--- src/rtl/ppg_peak_detector.sv ---
// PPG pulse-peak detector: hysteresis peak finder, refractory window, inter-beat interval, timeout.
// Define PEAK_AVG_EN to report the mean of the last four intervals instead of the raw interval.
module ppg_peak_detector #(
    parameter int DATA_W  = 20,
    parameter int CNT_W   = 16,
    parameter int HYST    = 256,
    parameter int MIN_IBI = 50,
    parameter int MAX_IBI = 2000
) (
    input  logic              clk,
    input  logic              rst_n,
    input  logic              sample_valid,
    input  logic [DATA_W-1:0] sample_in,
    output logic              beat_pulse,
    output logic              ibi_valid,
    output logic [CNT_W-1:0]  ibi,
    output logic [DATA_W-1:0] peak_value,
    output logic              timeout
);

    typedef enum logic {
        SEEK_MIN = 1'b0,
        RISING   = 1'b1
    } state_t;

    localparam logic [DATA_W:0]  HYST_X = (DATA_W+1)'(HYST);
    localparam logic [CNT_W-1:0] MIN_C  = CNT_W'(MIN_IBI);
    localparam logic [CNT_W-1:0] MAX_C  = CNT_W'(MAX_IBI);

    state_t              r_state;
    state_t              w_state_next;
    logic [DATA_W-1:0]   r_min;
    logic [DATA_W-1:0]   w_min_next;
    logic [DATA_W-1:0]   r_max;
    logic [DATA_W-1:0]   w_max_next;
    logic [CNT_W-1:0]    r_cnt;
    logic                r_have_ref;
    logic                r_to_done;
    logic                r_beat;
    logic                r_ibi_valid;
    logic                r_timeout;
    logic [CNT_W-1:0]    r_ibi;
    logic [DATA_W-1:0]   r_peak;

    logic                w_arm;
    logic                w_fall;
    logic [CNT_W-1:0]    w_cnt_next;
    logic                w_peak;
    logic                w_accept;
    logic                w_interval_ok;
    logic                w_timeout;

    // One extra bit keeps min+HYST and s+HYST from wrapping.
    assign w_arm  = {1'b0, sample_in} >= ({1'b0, r_min} + HYST_X);
    assign w_fall = {1'b0, r_max} >= ({1'b0, sample_in} + HYST_X);

    assign w_cnt_next    = (r_cnt >= MAX_C) ? MAX_C : r_cnt + 1'b1;
    assign w_peak        = sample_valid && (r_state == RISING) && w_fall;
    assign w_accept      = w_peak && !(r_have_ref && (w_cnt_next < MIN_C));
    assign w_interval_ok = r_have_ref && (w_cnt_next < MAX_C);
    assign w_timeout     = sample_valid && !w_accept && (w_cnt_next == MAX_C) && !r_to_done;

    // NOTE: every output of this block gets a default first, so no path leaves a latch behind.
    always_comb begin
        w_state_next = r_state;
        w_min_next   = r_min;
        w_max_next   = r_max;
        if (sample_valid) begin
            case (r_state)
                SEEK_MIN: begin
                    if (sample_in < r_min) w_min_next = sample_in;
                    if (w_arm) begin
                        w_state_next = RISING;
                        w_max_next   = sample_in;
                    end
                end
                RISING: begin
                    if (sample_in > r_max) w_max_next = sample_in;
                    if (w_fall) begin
                        w_state_next = SEEK_MIN;
                        w_min_next   = sample_in;
                    end
                end
                default: w_state_next = SEEK_MIN;
            endcase
        end
    end

    // NOTE: sequential state uses non-blocking assignments so all registers see pre-edge values.
    always_ff @(posedge clk or negedge rst_n) begin
        if (!rst_n) begin
            r_state <= SEEK_MIN;
            r_min   <= '1;
            r_max   <= '0;
        end else begin
            r_state <= w_state_next;
            r_min   <= w_min_next;
            r_max   <= w_max_next;
        end
    end

`ifdef PEAK_AVG_EN
    logic [CNT_W-1:0] r_hist [3];
    logic [1:0]       r_hist_cnt;
    logic [CNT_W+1:0] w_sum;

    // Window is the new interval plus the three most recent stored ones.
    assign w_sum = (CNT_W+2)'(w_cnt_next) + (CNT_W+2)'(r_hist[0])
                 + (CNT_W+2)'(r_hist[1]) + (CNT_W+2)'(r_hist[2]);

    // NOTE: the history is reset explicitly; stale entries would otherwise leak into the first mean.
    always_ff @(posedge clk or negedge rst_n) begin
        if (!rst_n) begin
            r_hist[0]  <= '0;
            r_hist[1]  <= '0;
            r_hist[2]  <= '0;
            r_hist_cnt <= '0;
        end else if (w_timeout) begin
            r_hist[0]  <= '0;
            r_hist[1]  <= '0;
            r_hist[2]  <= '0;
            r_hist_cnt <= '0;
        end else if (w_accept && w_interval_ok) begin
            r_hist[0] <= w_cnt_next;
            r_hist[1] <= r_hist[0];
            r_hist[2] <= r_hist[1];
            if (r_hist_cnt != 2'd3) r_hist_cnt <= r_hist_cnt + 1'b1;
        end
    end
`endif

    always_ff @(posedge clk or negedge rst_n) begin
        if (!rst_n) begin
            r_cnt       <= '0;
            r_have_ref  <= 1'b0;
            r_to_done   <= 1'b0;
            r_beat      <= 1'b0;
            r_ibi_valid <= 1'b0;
            r_timeout   <= 1'b0;
            r_ibi       <= '0;
            r_peak      <= '0;
        end else begin
            r_beat      <= 1'b0;
            r_ibi_valid <= 1'b0;
            r_timeout   <= 1'b0;
            if (sample_valid) begin
                r_cnt <= w_accept ? '0 : w_cnt_next;
                if (w_accept) begin
                    r_beat     <= 1'b1;
                    r_peak     <= r_max;
                    r_have_ref <= 1'b1;
                    r_to_done  <= 1'b0;
                    if (w_interval_ok) begin
`ifdef PEAK_AVG_EN
                        if (r_hist_cnt == 2'd3) begin
                            r_ibi       <= w_sum[CNT_W+1:2];
                            r_ibi_valid <= 1'b1;
                        end
`else
                        r_ibi       <= w_cnt_next;
                        r_ibi_valid <= 1'b1;
`endif
                    end
                end
                if (w_timeout) begin
                    r_timeout  <= 1'b1;
                    r_have_ref <= 1'b0;
                    r_to_done  <= 1'b1;
                end
            end
        end
    end

    assign beat_pulse = r_beat;
    assign ibi_valid  = r_ibi_valid;
    assign ibi        = r_ibi;
    assign peak_value = r_peak;
    assign timeout    = r_timeout;

endmodule
--- config.mk ---
export PLATFORM = sky130hd
export DESIGN_NAME = ppg_peak_detector
export DESIGN_NICKNAME = d
export VERILOG_FILES = /design/src/rtl/ppg_peak_detector.sv
export SDC_FILE = /design/constraint.sdc
export NUM_CORES = 1
export LEC_CHECK = 0
export ABC_AREA = 1
export BUFFER_PORTS_ARGS = -buffer_cell sky130_fd_sc_hd__buf_2
export CAP_MARGIN = 30
export CORE_MARGIN = 1
export CORE_UTILIZATION = 54
export CTS_CLUSTER_DIAMETER = 200
export DETAILED_ROUTE_END_ITERATION = 10
export GPL_ROUTABILITY_DRIVEN = 0
export PLACE_DENSITY = 0.88
export SLEW_MARGIN = 20
export SYNTH_ARGS = -nofsm -noshare
export SYNTH_HDL_FRONTEND = slang
export SYNTH_SLANG_ARGS = --single-unit
--- constraint.sdc ---
create_clock -name clk -period 3.2 [get_ports clk]
set_clock_uncertainty 0.1 [all_clocks]
set_input_delay 0.48 -clock clk [delete_from_list [all_inputs] [get_ports clk]]
set_output_delay 0.48 -clock clk [all_outputs]
set_load 0.02 [all_outputs]
==> results of run 1 <==
==> cells in the mapped netlist (all sizes together) <==
| library cell | number |
|---|---|
| nand2 | 229 |
| inv | 125 |
| dfrtp | 78 |
| ha | 76 |
| o21ai | 70 |
| nor2 | 51 |
| nand3 | 40 |
| nand4 | 37 |
| a21oi | 36 |
| dfstp | 20 |
| xor2 | 17 |
| buf | 13 |
| nand3b | 11 |
| nor3 | 10 |
| clkbuf | 8 |
| a21o | 3 |
| nor4 | 3 |
| clkinv | 2 |
| o211ai | 2 |
| xnor2 | 2 |
| o21bai | 1 |
| or2 | 1 |
==> cell usage in the layout (no fill, tap or decap), types with 3 or more instances in the layout <==
master and count:
nand2_4 3, buf_6 5, dfstp_2 20, buf_4 32, xor2_1 17, o21ai_0 69
nor2_1 44, dfrtp_1 78, nand2_1 197, buf_2 60, clkbuf_16 9, nor3_1 7
nand2_2 28, nand4_1 37, inv_2 11, a21oi_1 34, inv_1 113, ha_1 75
nand3b_1 11, nand3_1 34, bufinv_16 3, nand3_2 6, nor3_2 3, nor2_4 4
a21o_1 3, nor2_2 3
==> flip-flops by register name, indices dropped and copies added, names as in the netlist <==
signal and count:
r_min 20, ibi 16, timeout 1, r_max 20
r_have_ref 1, r_to_done 1, peak_value 20, beat_pulse 1
ibi_valid 1, r_cnt 16, r_state 1
==> per-layer routing <==
metal	up-vias	GRT usage, %	wire length, um
met5	-	0	0
met4	0	12.8	573
met3	62	4.35	1060
met2	266	43.7	7640
met1	2800	33.1	6720
li1	2890	-	-
==> cell type report <==
class                      instances  area, um2  share of cell area (%)
clock buffer                      10        239                    3.11
clock inverter                     6        119                    1.54
inverter                         127        479                    6.23
multi-input combinational        589       3570                    46.3
sequential                        98       2480                    32.2
tap                              143        179                    2.32
timing repair buffer              99        637                    8.28
==> cell families after synthesis <==
| family | Yosys count |
|---|---|
| buffers and inverters | 148 |
| AOI/OAI and AO/OA | 112 |
| adders and majority gates | 76 |
| and+or+nand+nor | 382 |
| DFF | 98 |
| xor gates and xnor gates | 19 |
==> timing repair <==
action,4_1_cts,5_1_grt
pin swaps,0,17
setup buffers,0,7
setup endpoints to repair,20,66
gates resized for setup,3,44
hold buffers,0,0
==> through the flow <==
stage / hold WS [ps] / total power [mW]
finish: 41.1 / 6.96
global route: 97.9 / 7.52
CTS: 63.3 / 6.72
detailed placement: 354 / 5.38
global placement: 349 / 5.24
floorplan: 84.4 / 4.36
==> where the power goes <==
| group | switching, mW | total [mW] | internal (mW) | leakage, nW |
|---|---|---|---|---|
| clock | 0.503 | 1.30 | 0.797 | 0.176 |
| sequential | 0.413 | 2.24 | 1.83 | 1.22 |
| combinational | 2.12 | 3.43 | 1.31 | 2.77 |
==> final timing paths <==
check                                    from             end  depth (start not counted)
max in group asynchronous               rst_n        r_min[1]                          2
worst min-delay path                    rst_n  peak_value[15]                          1
worst max register to register      r_min[10]       r_max[19]                         19
min in group clk                sample_in[10]       r_min[10]                          3
worst max-delay path                r_min[10]       r_max[19]                         19
worst min register to register         ibi[5]          ibi[5]                          2
==> flow_summary.yaml, run 1 <==
status:
  status: "finished with violations"
  failed_checks: "design-rule violations, negative setup slack"
min_path:
  hp-class: "in2async"
floorplanning:
  ios: 62
  core-area_um2: 11600
  initial_core_util_pct: 56.1
  num_rows: 39
  die_h_um: 112
  dieWidth_um: 112
  dieArea_um2: 12500
yosys:
  avgSynthCellArea_um2: 7.77
  ys_seq_area_share_pct: 38.2
  yosys.area_share.simple_pct: 26.6
  ys_types: 35
  synthTopCellsByArea: "dfrtp_1 30%, ha_1 15%, nand2_1 13%, dfstp_2 8.1%, inv_1 6.7%"
  ys_ff_latch: 98
  synth-compound-area-share_pct: 8.93
  ys_warn_count: 0
  synth.mux.area_fraction_pct: 0
  synth.top_cell.area_share_pct: 30.1
  synth_area_leader_cell: "dfrtp_1"
  syn-instance-count: 835
  synth-adder-area-share_pct: 14.7
  synth_xor_area_share_pct: 2.57
  synth_top_family_by_area: "simple AND/OR/NAND/NOR gates"
  syn_area_um2: 6480
  synth_nets: 934
timing:
  rsz0062_at_grt: "true"
  setup_viol: 20
  final.min_clock_period_ps: 3270
  tns_ps: -935
  worst_pin_slew_ps: 618
  setup_ws_ps: -72.7
  slew_viol_final: 0
  hold_violations: 0
  max_freq_mhz: 306
  slew_headroom_pct: 58.8
  post-route-period-util_pct: 102
layout:
  final_cells: 1072
  syn_to_final_growth_pct: 18.7
  fin_nets: 1023
  drive_gt1_share_pct: 21.5
  stdcell_area_um2: 7700
  fillCellCount: 909
  antenna_cells: 0
  fin_util_pct: 66.5
detailed_routing:
  avgViaCountPerCell: 5.61
  vias: 6018
  wl_um: 16000
  drtPass1Iterations: 9
  final_antenna_net_count: 0
  drc: 9
  drtIter0Drc: 469
  wl_per_cell_um: 14.9
clock_tree:
  cts_made_buffers: 9
  clock-root-buffer: "clkbuf_16"
  clkTransAtPathRegs_ps: 80
  ctsLongestPathBuffers: 2
  htreeDepth: 3
  cts.sinks: 98
  clock_latency_ps: 360
  tritoncts: "done"
critical_path:
  cp-end-kind: "register"
  critPathMaxFanout: 8
  critPathBufInv: 4
  rrSetupSlack_ps: -70
  crit_required_ps: 3390
  slowest_delay_ps: 540
  arrival_ps: 3460
  critical_path_class: "reg2reg"
  critPathTopFamily: "simple AND/OR/NAND/NOR gates"
  critPathLaunchType: "register"
  cp_slowest_cell: "dfstp_2"
  path_cells: "inv_2 -> nor3_2 -> inv_1 -> nor3_2 -> nand2_1 -> nor2_4 -> nand3_2 -> xor2_1 -> ha_1 -> nand2_2 -> inv_2 -> nand4_1 -> nand3_2 -> nor2_2 -> nand4_1 -> nand3_2 -> buf_6 -> nand2_1 -> nand2_1"
global_routing:
  grt.total_usage_pct: 26.2
  grt-ovfl-total: 0
  first_global_vias: 5741
  grt_max_degree: 51
  grt_antenna_before_repair: 0
  grt_pass1_wl_um: 26200
placed_design:
  dp_cells: 1049
  placed_area_um2: 7120
  post-dp-hpwl_um: 11700
  place_ws_ps: -106
  portBuffers: 61
pwr:
  power.density_nw_per_um2: 905
  vdd_drop_max_mv: 0.481
  power.leakage_nw: 4.16
job:
  maxCapViolCount: 0
Note: power is estimated with default switching activity, not from simulation.
==> run 2, diff against run 1 <==
--- a/config.mk
+++ b/config.mk
@@ -13,7 +13,9 @@
 export CTS_CLUSTER_DIAMETER = 200
 export DETAILED_ROUTE_END_ITERATION = 10
 export GPL_ROUTABILITY_DRIVEN = 0
+export HOLD_SLACK_MARGIN = 0.12
 export PLACE_DENSITY = 0.88
+export REMOVE_ABC_BUFFERS = 1
 export SLEW_MARGIN = 20
 export SYNTH_ARGS = -nofsm -noshare
 export SYNTH_HDL_FRONTEND = slang
==> constraint.sdc (replaced) <==
create_clock -name clk -period 3.2 [get_ports clk]
set_clock_uncertainty 0.1 [all_clocks]
set_input_delay 0.32 -clock clk [delete_from_list [all_inputs] [get_ports clk]]
set_output_delay 0.32 -clock clk [all_outputs]
set_load 0.02 [all_outputs]
==> flow_summary.yaml, run 2 (synthesized netlist as in run 1, its figures left out) <==
floorplanning:
  ios: 62
  core-area_um2: 11600
  dieWidth_um: 112
  initial_core_util_pct: 56.1
  die_h_um: 112
  dieArea_um2: 12500
  num_rows: 39
critical_path:
  cp_common_cell: "nand2_1"
  critical_path_class: "reg2reg"
  critPathMaxFanout: 5
  cp-end-kind: "register"
  timing.rr.start: "r_min[10]"
  crit_required_ps: 3340
  cp_slowest_cell: "dfstp_2"
  critPathLaunchType: "register"
  rrSetupSlack_ps: 6
  cp-endpoint: "r_max[7]"
  critical_path.startpoint: "r_min[10]"
  slowest_delay_ps: 570
  arrival_ps: 3340
  path_cells: "inv_2 -> nor3_2 -> inv_1 -> nor3_2 -> nand2_1 -> nor2_4 -> nand3_2 -> xor2_1 -> ha_1 -> nand2_1 -> inv_2 -> nand4_1 -> nand3b_1 -> nand4_1 -> nand3_4 -> clkbuf_16 -> nand2_1 -> nand2_1"
  reg2reg_to: "r_max[7]"
  ff2ff_path_depth: 18
detailed_routing:
  wl_per_cell_um: 15.0
  vias: 5914
  final_antenna_net_count: 0
  drtIter0Drc: 497
  drc: 10
  drtPass1Iterations: 9
  avgViaCountPerCell: 5.53
  wl_um: 16000
clock_tree:
  cts_made_buffers: 9
  cts.sinks: 98
  ctsLongestPathBuffers: 2
  clock-root-buffer: "clkbuf_16"
  tritoncts: "done"
  htreeDepth: 3
  clkTransAtPathRegs_ps: 70
  clock_latency_ps: 360
pwr:
  power.leakage_nw: 4.14
  power.density_nw_per_um2: 887
  vdd_drop_max_mv: 0.481
timing:
  rsz0062_at_grt: "true"
  hold_ws_ps: 151
  worst_pin_slew_ps: 566
  tns_ps: 0
  setup_viol: 0
  slew_headroom_pct: 61.9
  final.min_clock_period_ps: 3190
  hold_violations: 0
  post-route-period-util_pct: 99.8
  setup_ws_ps: 6.48
  slew_viol_final: 0
  max_freq_mhz: 313
global_routing:
  first_global_vias: 5691
  grt_max_degree: 44
  grt_antenna_before_repair: 0
  grt_pass1_wl_um: 25900
  grt-ovfl-total: 0
  grt.total_usage_pct: 26.1
layout:
  final_common_cell: "nand2_1"
  fin_util_pct: 65.7
  fin_nets: 1020
  drive_gt1_share_pct: 19.0
  fillCellCount: 922
  antenna_cells: 0
  final_cells: 1069
  final_cell_mix: "208 x nand2_1, 114 x inv_1, 78 x dfrtp_1"
  syn_to_final_growth_pct: 17.2
status:
  status: "finished with violations"
  failed_checks: "design-rule violations"
placed_design:
  portBuffers: 61
  dp_cells: 1046
  place_ws_ps: 15.8
  post-dp-hpwl_um: 11700
min_path:
  hp-class: "in2reg"
job:
  maxCapViolCount: 0
run 2: critical path, delay by kind of cell (launching register included):
| family | cells | cell delay [ps] |
|---|---|---|
| AND/OR/NAND/NOR | 12 | 1550 |
| buffers and inverters | 4 | 390 |
| adder cells (fa/ha/maj) | 1 | 300 |
| XOR/XNOR | 1 | 160 |
| flip-flops | 1 | 570 |
run 2: stage by stage:
step | instance area, um2 | power (mW)
3_3_place_gp | 7090 | 5.18
4_1_cts | 7430 | 6.53
2_1_floorplan | 6380 | 4.29
5_1_grt | 7600 | 7.29
6_report | 7600 | 6.74
3_5_place_dp | 7110 | 5.33
run 2: area by class of cell:
cell class	instances	area [um2]	share of cell area, %
Multi-Input combinational cell	589	3500	46.1
Clock inverter	5	78.8	1.04
Sequential cell	98	2480	32.6
Timing Repair Buffer	96	653	8.59
Clock buffer	11	233	3.06
Inverter	127	479	6.30
Tap cell	143	179	2.35
run 2: per-layer routing:
layer | share of wire, % | track usage (%) | vias up
met3 | 5.9 | 4.19 | 34
met5 | 0 | 0 | -
li1 | - | - | 2889
met2 | 49 | 45.0 | 226
met4 | 2.5 | 10.5 | 0
met1 | 42 | 32.9 | 2765
run 2: worst min path at each step:
stage | endpoint | start | cells past startpoint
2_1_floorplan | beat_pulse | rst_n | 0
3_3_place_gp | ibi[5] | ibi[5] | 2
3_5_place_dp | ibi[6] | rst_n | 1
4_1_cts | r_max[0] | sample_in[0] | 3
5_1_grt | r_min[3] | sample_in[3] | 3
6_report | r_max[0] | sample_in[0] | 3
run 2: repair_timing:
item,4_1_cts,5_1_grt
endpoints found under the setup margin,0,21
hold endpoints to repair,32,0
hold buffers,1,0
gates resized for setup,0,24
setup buffers,0,3
run 2: power by group:
| group | total (mW) | switching (mW) | internal [mW] |
|---|---|---|---|
| clock | 1.16 | 0.479 | 0.685 |
| sequential | 2.25 | 0.419 | 1.83 |
| combinational | 3.33 | 2.07 | 1.26 |
